File: src/rtl/tabajara_pkg.sv
// -----------------------------------------------------------------------------
// tabajara_pkg
// Shared definitions for the goalkeeper logic: screen geometry, the width of
// pixel positions, the keeper FSM state encoding and a small clamp helper.
// -----------------------------------------------------------------------------
package tabajara_pkg;

  localparam int SCREEN_W = 640;
  localparam int POS_W    = 10;

  typedef enum logic [2:0] {
    ST_IDLE,
    ST_REQ,
    ST_WAIT,
    ST_LATCH,
    ST_MOVE,
    ST_HOLD,
    ST_RETURN
  } gk_state_t;

  // Clamp a one-bit-wider sum down to an upper pixel limit.
  function automatic logic [POS_W-1:0] clamp_hi(input logic [POS_W:0]   v,
                                                 input logic [POS_W-1:0] hi);
    logic [POS_W-1:0] r;
    if (v > {1'b0, hi}) r = hi;
    else                r = v[POS_W-1:0];
    return r;
  endfunction

endpackage

File: src/rtl/keeper_stepper.sv
// -----------------------------------------------------------------------------
// keeper_stepper
// Purely combinational one-step mover: advances cur toward tgt by at most
// step pixels, never overshooting. The difference is always taken as
// larger-minus-smaller, so neither direction can wrap.
// Ports:
//   cur  - current position
//   tgt  - position being approached
//   step - maximum pixels per move
//   next - position after one move
// -----------------------------------------------------------------------------
module keeper_stepper
  import tabajara_pkg::*;
(
  input  logic [POS_W-1:0] cur,
  input  logic [POS_W-1:0] tgt,
  input  logic [POS_W-1:0] step,
  output logic [POS_W-1:0] next
);

  logic [POS_W-1:0] diff;
  logic [POS_W-1:0] amt;

  always_comb begin
    diff = '0;
    amt  = '0;
    next = cur;
    if (cur < tgt) begin
      diff = tgt - cur;
      amt  = (diff < step) ? diff : step;
      next = cur + amt;
    end else if (cur > tgt) begin
      diff = cur - tgt;
      amt  = (diff < step) ? diff : step;
      next = cur - amt;
    end
  end

endmodule

File: src/rtl/goalkeeper_controller.sv
// -----------------------------------------------------------------------------
// goalkeeper_controller
// Drives the keeper sprite: on a kick it requests a random byte, turns it into
// a dive target inside the goal, walks the keeper there one step per frame,
// holds for a number of frames, then walks back to the goal centre.
// Ports:
//   clk, reset  - clock, synchronous active-high reset
//   frame_tick  - one-cycle pulse per video frame (paces all motion)
//   kick        - one-cycle pulse, only honoured while idle
//   rnd_value   - random source output, bits [7:0] used
//   rnd_req     - one-cycle enable to the random source
//   keeper_x    - keeper horizontal pixel position
//   target_x    - latched dive target
//   diving      - high while moving to / holding at the target
//   dive_done   - one-cycle pulse on arrival at the target
// -----------------------------------------------------------------------------
module goalkeeper_controller
  import tabajara_pkg::*;
#(
  parameter int X_MIN       = 230,
  parameter int X_MAX       = 410,
  parameter int STEP        = 4,
  parameter int SHIFT       = 1,
  parameter int HOLD_FRAMES = 30
) (
  input  logic             clk,
  input  logic             reset,
  input  logic             frame_tick,
  input  logic             kick,
  input  logic [31:0]      rnd_value,
  output logic             rnd_req,
  output logic [POS_W-1:0] keeper_x,
  output logic [POS_W-1:0] target_x,
  output logic             diving,
  output logic             dive_done
);

  localparam logic [POS_W-1:0] X_MIN_P    = POS_W'(X_MIN);
  localparam logic [POS_W-1:0] X_MAX_P    = POS_W'(X_MAX);
  localparam logic [POS_W-1:0] X_CENTER   = POS_W'((X_MIN + X_MAX) / 2);
  localparam logic [POS_W-1:0] STEP_P     = POS_W'(STEP);
  localparam int               HC_W       = (HOLD_FRAMES > 1) ? $clog2(HOLD_FRAMES) : 1;
  localparam logic [HC_W-1:0]  HOLD_LAST  = HC_W'(HOLD_FRAMES - 1);

  gk_state_t        state_q, state_d;
  logic [POS_W-1:0] keeper_x_q, keeper_x_d;
  logic [POS_W-1:0] target_x_q, target_x_d;
  logic [HC_W-1:0]  hold_cnt_q, hold_cnt_d;
  logic             dive_done_q, dive_done_d;

  logic [POS_W:0]   raw_tgt;
  logic [POS_W-1:0] lat_tgt;
  logic [POS_W-1:0] step_tgt;
  logic [POS_W-1:0] step_next;
  logic [23:0]      unused_rnd_bits;

  assign unused_rnd_bits = rnd_value[31:8];

  // Target is formed one bit wider than a position so the sum of the base
  // and the shifted byte cannot wrap before it is clamped to the right post.
  always_comb begin
    raw_tgt = {1'b0, X_MIN_P} + ((POS_W+1)'(rnd_value[7:0]) << SHIFT);
    lat_tgt = clamp_hi(raw_tgt, X_MAX_P);
  end

  // One stepper serves both the dive and the return walk.
  assign step_tgt = (state_q == ST_RETURN) ? X_CENTER : target_x_q;

  keeper_stepper u_stepper (
    .cur  (keeper_x_q),
    .tgt  (step_tgt),
    .step (STEP_P),
    .next (step_next)
  );

  always_comb begin
    state_d     = state_q;
    keeper_x_d  = keeper_x_q;
    target_x_d  = target_x_q;
    hold_cnt_d  = hold_cnt_q;
    dive_done_d = 1'b0;
    case (state_q)
      ST_IDLE: begin
        if (kick) state_d = ST_REQ;
      end
      ST_REQ:   state_d = ST_WAIT;
      // Source output settles on the edge ending REQ; sample it one cycle later.
      ST_WAIT:  state_d = ST_LATCH;
      ST_LATCH: begin
        target_x_d = lat_tgt;
        state_d    = ST_MOVE;
      end
      ST_MOVE: begin
        if (keeper_x_q == target_x_q) begin
          state_d     = ST_HOLD;
          dive_done_d = 1'b1;
          hold_cnt_d  = '0;
        end else if (frame_tick) begin
          keeper_x_d = step_next;
        end
      end
      ST_HOLD: begin
        if (frame_tick) begin
          if (hold_cnt_q == HOLD_LAST) begin
            hold_cnt_d = '0;
            state_d    = ST_RETURN;
          end else begin
            hold_cnt_d = hold_cnt_q + 1'b1;
          end
        end
      end
      ST_RETURN: begin
        if (keeper_x_q == X_CENTER) state_d = ST_IDLE;
        else if (frame_tick)        keeper_x_d = step_next;
      end
      default: state_d = ST_IDLE;
    endcase
  end

  always_ff @(posedge clk) begin
    if (reset) begin
      state_q     <= ST_IDLE;
      keeper_x_q  <= X_CENTER;
      target_x_q  <= X_CENTER;
      hold_cnt_q  <= '0;
      dive_done_q <= 1'b0;
    end else begin
      state_q     <= state_d;
      keeper_x_q  <= keeper_x_d;
      target_x_q  <= target_x_d;
      hold_cnt_q  <= hold_cnt_d;
      dive_done_q <= dive_done_d;
    end
  end

  assign rnd_req   = (state_q == ST_REQ);
  assign diving    = (state_q == ST_MOVE) || (state_q == ST_HOLD);
  assign dive_done = dive_done_q;
  assign keeper_x  = keeper_x_q;
  assign target_x  = target_x_q;

  // X_MIN_P documents the left post; the target never falls below it because
  // the random offset is non-negative.
  logic unused_min;
  assign unused_min = ^X_MIN_P;

endmodule

File: config.mk
export PLATFORM = sky130hd
export DESIGN_NAME = goalkeeper_controller
export DESIGN_NICKNAME = d
export VERILOG_FILES = /design/src/rtl/tabajara_pkg.sv /design/src/rtl/keeper_stepper.sv /design/src/rtl/goalkeeper_controller.sv
export SDC_FILE = /design/constraint.sdc
export NUM_CORES = 1
export LEC_CHECK = 0
export BUFFER_PORTS_ARGS = -buffer_cell sky130_fd_sc_hd__buf_4
export CAP_MARGIN = 15
export CORE_MARGIN = 5
export CORE_UTILIZATION = 40
export CTS_CLUSTER_DIAMETER = 200
export DETAILED_ROUTE_END_ITERATION = 7
export PLACE_DENSITY = 0.72
export SLEW_MARGIN = 20
export SYNTH_ARGS = -nofsm -noshare
export SYNTH_HDL_FRONTEND = slang
export SYNTH_SLANG_ARGS = --single-unit
File: constraint.sdc
create_clock -name clk -period 5.3 [get_ports clk]
set_input_delay 0.53 -clock clk [delete_from_list [all_inputs] [get_ports clk]]
set_output_delay 0.53 -clock clk [all_outputs]
set_load 0.02 [all_outputs]
==> metrics, run 1 <==
hold wc startpoint rnd_value[0]; CTS tree done; Rel. slew slack 41.1%; Least-Margin Pin Slew around 880 ps; final setup margin roughly 290 ps; Max Freq 200 MHz; Leak Pwr approximately 1.6 nW; worst reg2reg path depth 21; Die H 95.3 microns; syn_area_per_cell 7.64 sq um; fin nets 488; pin count of the biggest net entering global routing 21; fin. max-slew vios 0; routability cong. 0.910; Vias/cell about 5.4; Mapped Nets 452; Synth Area in Simple Gates 25.5%; # DRC 0; clk_lat worst skew around 280 ps; TritonCTS Sinks 28; worst path required time roughly 5500 ps; vias in the first global route approximately 2600; Ys Warns 0; commonest non-fill, non-tap cells in the layout buf_4, nand2_1, nor2_1, ha_1, inv_1; Max Clock Skew 5.73 ps; Root Driver clkbuf_8; Hold WC Path Type input pin to register; Setup-failing EPs final 0; Synth Area in XOR/XNOR 10.2%; Post-Place Setup Slack 86.1 ps; mux share of post-synthesis cell area between 2 and 2.5%; # fillers a little over 700; CP Launch Type register; Die Width between 90 and 100 microns; Worst Setup End Kind register; Core Util, Final between 40 and 50%; Worst R2R Setup Slack between 200 and 300 ps; Final min period 5010 ps; Routed WL around 7400 microns; register area share after synthesis 19.3%; Area growth syn-to-layout 16.5%; via count between 2000 and 3000; synthesized flop and latch total 28; Crit Path Class register to register; pwr/cell area 305 mW/mm^2; Synth area leader dfxtp_1; Die Footprint between 0.009 and 0.01 sq mm; Max FO, Critical Path 9; Post-synth top flop dfxtp_1; Initial DRT Pass Iterations 4; clock-pin slew on the worst setup and hold paths 100 ps; distinct cell type count after synthesis 67; first-pass GRT wire length around 12000 microns; initial core utilization roughly two fifths; Ports ~60; post-route ant nets 0; Data arrival, critical path between 5000 and 6000 ps; largest family of logic cells by synthesized area simple AND/OR/NAND/NOR gates; synthesized area ~0.0029 sq mm; Post-synth EDFFs 0; Wirelength per Cell 14.3 microns; commonest non-fill, non-tap cell in the layout buf_4; fraction of layout cells with a size suffix above 1 between 15 and 20%; RR Startpoint state_q[0]$_SDFFE_PP0P_; Iter 0 DRT Violations 190; Final Hold Vio Count 0; Max-Cap Viols 0; Final period util between 90 and 100%; R2R Path End keeper_x[9]$_SDFFE_PP0P_; global route overflow 0; CTS Buffer Depth 2; outcome finished, final reports clean; Synth Area in Compound Gates about 20%; Post-DP HPWL ~5900 microns; initial antenna violation count 0; gr usage total around 17%; antenna cells 0; TritonCTS buffer count 3; WHS Path Cells 2; Yosys top cell area share 19.3%; Max IR drop VDD between 200 and 250 uV; CORE AREA 0.00718 sq mm; Hold-fix buffers, CTS 0; H-tree level count 1; Hold Path End target_x[1]$_SDFFE_PP0P_; fraction of the mapped netlist area in adder cells between 10% and 20%; synth top area cells dfxtp_1, ha_1, xor2_1, nand2_1, nor2_1; Async SR Flop Fraction 0%; IO buf count 33; Cells after Synth about 380; num rows 31
## cells in the mapped netlist (2+ instances only)
cell and count:
a31oi_1 7, xor2_1 23, a21oi_1 21, xnor2_1 9
nand3_1 8, o22ai_1 2, or3_1 3, nor4_1 4
or2_2 3, a211oi_1 9, a22oi_1 2, nand2b_1 7
o21ai_0 13, ha_1 32, and2_1 2, mux2i_1 6
nor3b_1 3, a21o_2 2, dfxtp_1 28, buf_2 2
buf_6 2, nand2_1 45, o211ai_1 3, nand4_1 6
clkbuf_1 8, nor2b_1 3, nand3b_1 3, nor2_1 38
a21o_1 3, a2111oi_0 3, and3b_1 2, o41ai_1 2
nor3_1 12, fa_1 3, or4_1 2, inv_1 29
## timing repair
action                                  in CTS  in global routing
resized for setup                            0                 15
buffers inserted                             0                  1
endpoints found under the setup margin       0                  3
## how the worst max path moves through the flow
stage | startpoint | end | depth (start not counted)
2_1_floorplan | state_q[1]$_SDFFE_PP0P_ | keeper_x[9]$_SDFFE_PP0P_ | 20
3_3_place_gp | state_q[0]$_SDFFE_PP0P_ | keeper_x[8]$_SDFFE_PP1P_ | 21
3_5_place_dp | state_q[0]$_SDFFE_PP0P_ | keeper_x[9]$_SDFFE_PP0P_ | 19
4_1_cts | state_q[0]$_SDFFE_PP0P_ | keeper_x[8]$_SDFFE_PP1P_ | 21
5_1_grt | state_q[0]$_SDFFE_PP0P_ | keeper_x[8]$_SDFFE_PP1P_ | 23
6_report | state_q[0]$_SDFFE_PP0P_ | keeper_x[9]$_SDFFE_PP0P_ | 21
## cell families after synthesis
| logic type | Yosys count |
|---|---|
| buffers and inverters | 44 |
| XOR/XNOR | 33 |
| multiplexers | 6 |
| other | 1 |
| adder cells (fa/ha/maj) | 35 |
| flip-flops | 28 |
| AO/OA/AOI/OAI | 85 |
| AND/OR/NAND/NOR | 149 |
## stage by stage
| step | std cells | area (sq um) | hold WS (ps) | power [mW] | TNS [ps] |
|---|---|---|---|---|---|
| after floorplan | 381 | 2910 | 472 | 0.731 | 0 |
| after global placement | 510 | 3290 | 494 | 0.852 | 0 |
| after detailed placement | 510 | 3290 | 505 | 0.864 | 0 |
| after CTS | 514 | 3340 | 433 | 1.00 | 0 |
| after global routing | 515 | 3390 | 434 | 1.13 | -19.0 |
| final | 515 | 3390 | 437 | 1.03 | 0 |
## registers in the layout, indices dropped and copies added (netlist names)
register	cells
hold_cnt_q	5
target_x	9
dive_done	1
keeper_x	10
state_q	3
## metal layers
metal | vias up | routed length (microns) | GRT usage [%]
met5 | - | 0 | 0
met3 | 11 | 243 | 1.10
li1 | 1418 | - | -
met4 | 0 | 174 | 7.09
met2 | 55 | 3560 | 28.2
met1 | 1299 | 3400 | 22.1
## worst max-delay path: stages (launching register included)
cell	delay, ps
dfxtp_1	310
nand3b_1	220
buf_4	210
nand2_1	100
inv_1	50
ha_1	460
nand4_1	230
a21oi_1	250
nor2_1	110
xnor2_1	130
or4_1	400
or4_4	460
a2bb2oi_2	170
ha_1	270
nor2b_1	170
o2111a_1	240
nor3_2	70
o41a_1	390
nor2b_1	180
and3b_1	230
a31oi_1	150
nand4_1	100
## cell type report
| class | instances | area (sq um) | share of cell area [%] |
|---|---|---|---|
| clock buffer | 4 | 55.1 | 1.62 |
| multi-input combinational | 309 | 2200 | 64.8 |
| timing repair buffer | 46 | 345 | 10.2 |
| tap | 99 | 124 | 3.65 |
| inverter | 29 | 109 | 3.21 |
| sequential | 28 | 561 | 16.5 |
## power breakdown
| part | switching, mW | internal [mW] | leakage, nW | total, mW |
|---|---|---|---|---|
| clock | 0.0666 | 0.0666 | 0.0288 | 0.133 |
| combinational | 0.371 | 0.297 | 1.32 | 0.668 |
| sequential | 0.0123 | 0.221 | 0.227 | 0.233 |
| total | 0.450 | 0.584 | 1.58 | 1.03 |
Note: power is estimated with default switching activity, not from simulation.
==> inputs of run 2 (changes only) <==
- CORE_UTILIZATION: 40 -> 51
- PLACE_DENSITY: 0.72 -> 0.86
==> run 2 against run 1 <==
Design area fell by 0.55%. Sequential cell count is the same. Via count increased by 3.8%. Fmax is 0.63% higher. Routed wire length rose by 2.2%. Combinational power up 2%. Largest power group unchanged. Critical path depth is 2 higher. Highest routed layer unchanged. Non-clock buffer count is 1 higher.
==> metrics, run 2 (synthesized netlist as in run 1, its figures left out) <==
Crit Path Class register to register; fin. max-slew vios 0; Slowest-stage cell, CP ha_1; Data arrival, critical path just over 5000 ps; via count around 2900; Root Driver clkbuf_8; Rel. slew slack 43.8%; Worst Setup End Kind register; Area growth syn-to-layout 15.9%; fin nets slightly below 500; outcome finished, final reports clean; Cell Count, Final, Fillers Out a little under 500; # fillers 480; design area 0.00337 sq mm; area of the multi-input gates between 0.002 and 0.0025 sq mm; Setup-failing EPs final 0; antenna cells 0; Core Util, Final just over 60%; placed cell area 0.00325 sq mm; Top cell by count, worst path nand2_1; Max Clock Skew ~6 ps; CP Launch Type register; Iter 0 DRT Violations between 150 and 200; clk_lat worst skew 280 ps; WHS Path Cells 2; initial antenna violation count 0; worst path required time 5460 ps; Fin Setup TNS 0 ps; commonest non-fill, non-tap cell in the layout buf_4; num rows 27; Max-Cap Viols 0; IO buf count 33; Die H around 86 microns; hold wc startpoint rnd_value[0]; final setup margin 326 ps; H-tree level count 1; CTS tree done; Max FO, Critical Path 8; register cell area after layout between 500 and 600 sq um; fraction of layout cells with a size suffix above 1 between 10% and 20%; Leak Pwr 1.59 nW; Final min period approximately 5000 ps; PnR Total Power roughly 1.1 mW; global route overflow 0; worst reg2reg path depth 23; Wirelength per Cell roughly 15 microns; critical path cell sequence nand3b_1, buf_4, nand2_1, inv_1, ha_1, buf_4, a221oi_1, o221ai_1, a2111o_1, nor4_4, nand2_1, ha_1, xnor2_1, nand2_1, nand2_1, ha_1, o2111a_1, nor3_1, o41a_1, nor2b_1, and3b_1, a31oi_1, nand4_1; Die Footprint about 0.0073 sq mm; vias in the first global route about 2700; routability cong. about 0.95; clock-pin slew on the worst setup and hold paths around 100 ps; Initial DRT Pass Iterations 5; cell count after placement approximately 480; Post-Place Setup Slack roughly 80 ps; CTS Buffer Depth 2; Vias/cell 5.91; slowest stage delay, CP 380 ps; RR Startpoint state_q[0]$_SDFFE_PP0P_; pin count of the biggest net entering global routing 21; gr usage total 20.0%; R2R Path End keeper_x[9]$_SDFFE_PP0P_; Max IR drop VDD around 300 uV; Least-Margin Pin Slew ~840 ps; max reg flops 10; Hold Path End target_x[1]$_SDFFE_PP0P_; initial core utilization between 50% and 60%; TritonCTS Sinks 28; commonest non-fill, non-tap cells in the layout buf_4, nand2_1, nor2_1, inv_1, ha_1; Final period util between 90 and 100%; post-route ant nets 0; Ports 59; TritonCTS buffer count 3; Routed WL ~7500 microns; CORE AREA 0.00554 sq mm; # DRC 0; Post-DP HPWL approximately 5700 microns; final hold slack approximately 450 ps; first-pass GRT wire length 12200 microns; Hold WC Path Type input pin to register; Max Freq 201 MHz; Worst R2R Setup Slack 330 ps; Die Width 85.5 microns; Final Hold Vio Count 0; pwr/cell area 323 mW/mm^2
[run 2: routing by layer]
layer | vias up | global-route usage, % | wire [microns]
li1 | 1411 | - | -
met1 | 1359 | 26.2 | 3380
met3 | 19 | 0.961 | 272
met5 | - | 0 | 0
met4 | 0 | 8.06 | 212
met2 | 99 | 34.3 | 3670
[run 2: critical path: cells and delay by family, from the launching register on]
kind	cells	cell delay, ps
AO/OA/AOI/OAI	6	1520
XOR/XNOR	1	130
adder cells (fa/ha/maj)	3	960
buffers and inverters	3	470
flip-flops	1	320
AND/OR/NAND/NOR	10	1460
[run 2: power by group]
part | total, mW | switching [mW] | internal (mW)
logic | 0.684 | 0.380 | 0.304
clock network | 0.171 | 0.0696 | 0.101
registers | 0.234 | 0.0133 | 0.221
[run 2: cell type report]
cell class	instances	share of cell area [%]
clock buffers	3	1.22
clock inverters	1	0.891
inverters	29	3.23
multi-input cells	309	64.9
flip-flops and latches	28	16.6
well taps	72	2.67
repair buffers	47	10.5
[run 2: worst max-delay path by stage]
stage / depth (start not counted) / start / slack [ps] / to
4_1_cts: 21 / state_q[0]$_SDFFE_PP0P_ / 20 / keeper_x[8]$_SDFFE_PP1P_
5_1_grt: 22 / state_q[0]$_SDFFE_PP0P_ / -60 / keeper_x[9]$_SDFFE_PP0P_
2_1_floorplan: 20 / state_q[1]$_SDFFE_PP0P_ / 240 / keeper_x[9]$_SDFFE_PP0P_
3_3_place_gp: 21 / state_q[0]$_SDFFE_PP0P_ / 180 / keeper_x[8]$_SDFFE_PP1P_
3_5_place_dp: 21 / state_q[0]$_SDFFE_PP0P_ / 80 / keeper_x[8]$_SDFFE_PP1P_
6_report: 23 / state_q[0]$_SDFFE_PP0P_ / 330 / keeper_x[9]$_SDFFE_PP0P_
[run 2: repair_timing]
| action | 4_1_cts | 5_1_grt |
|---|---|---|
| gates resized for setup | 0 | 13 |
| hold buffers | 0 | 0 |
| buffers inserted | 0 | 2 |
| endpoints found under the setup margin | 0 | 3 |
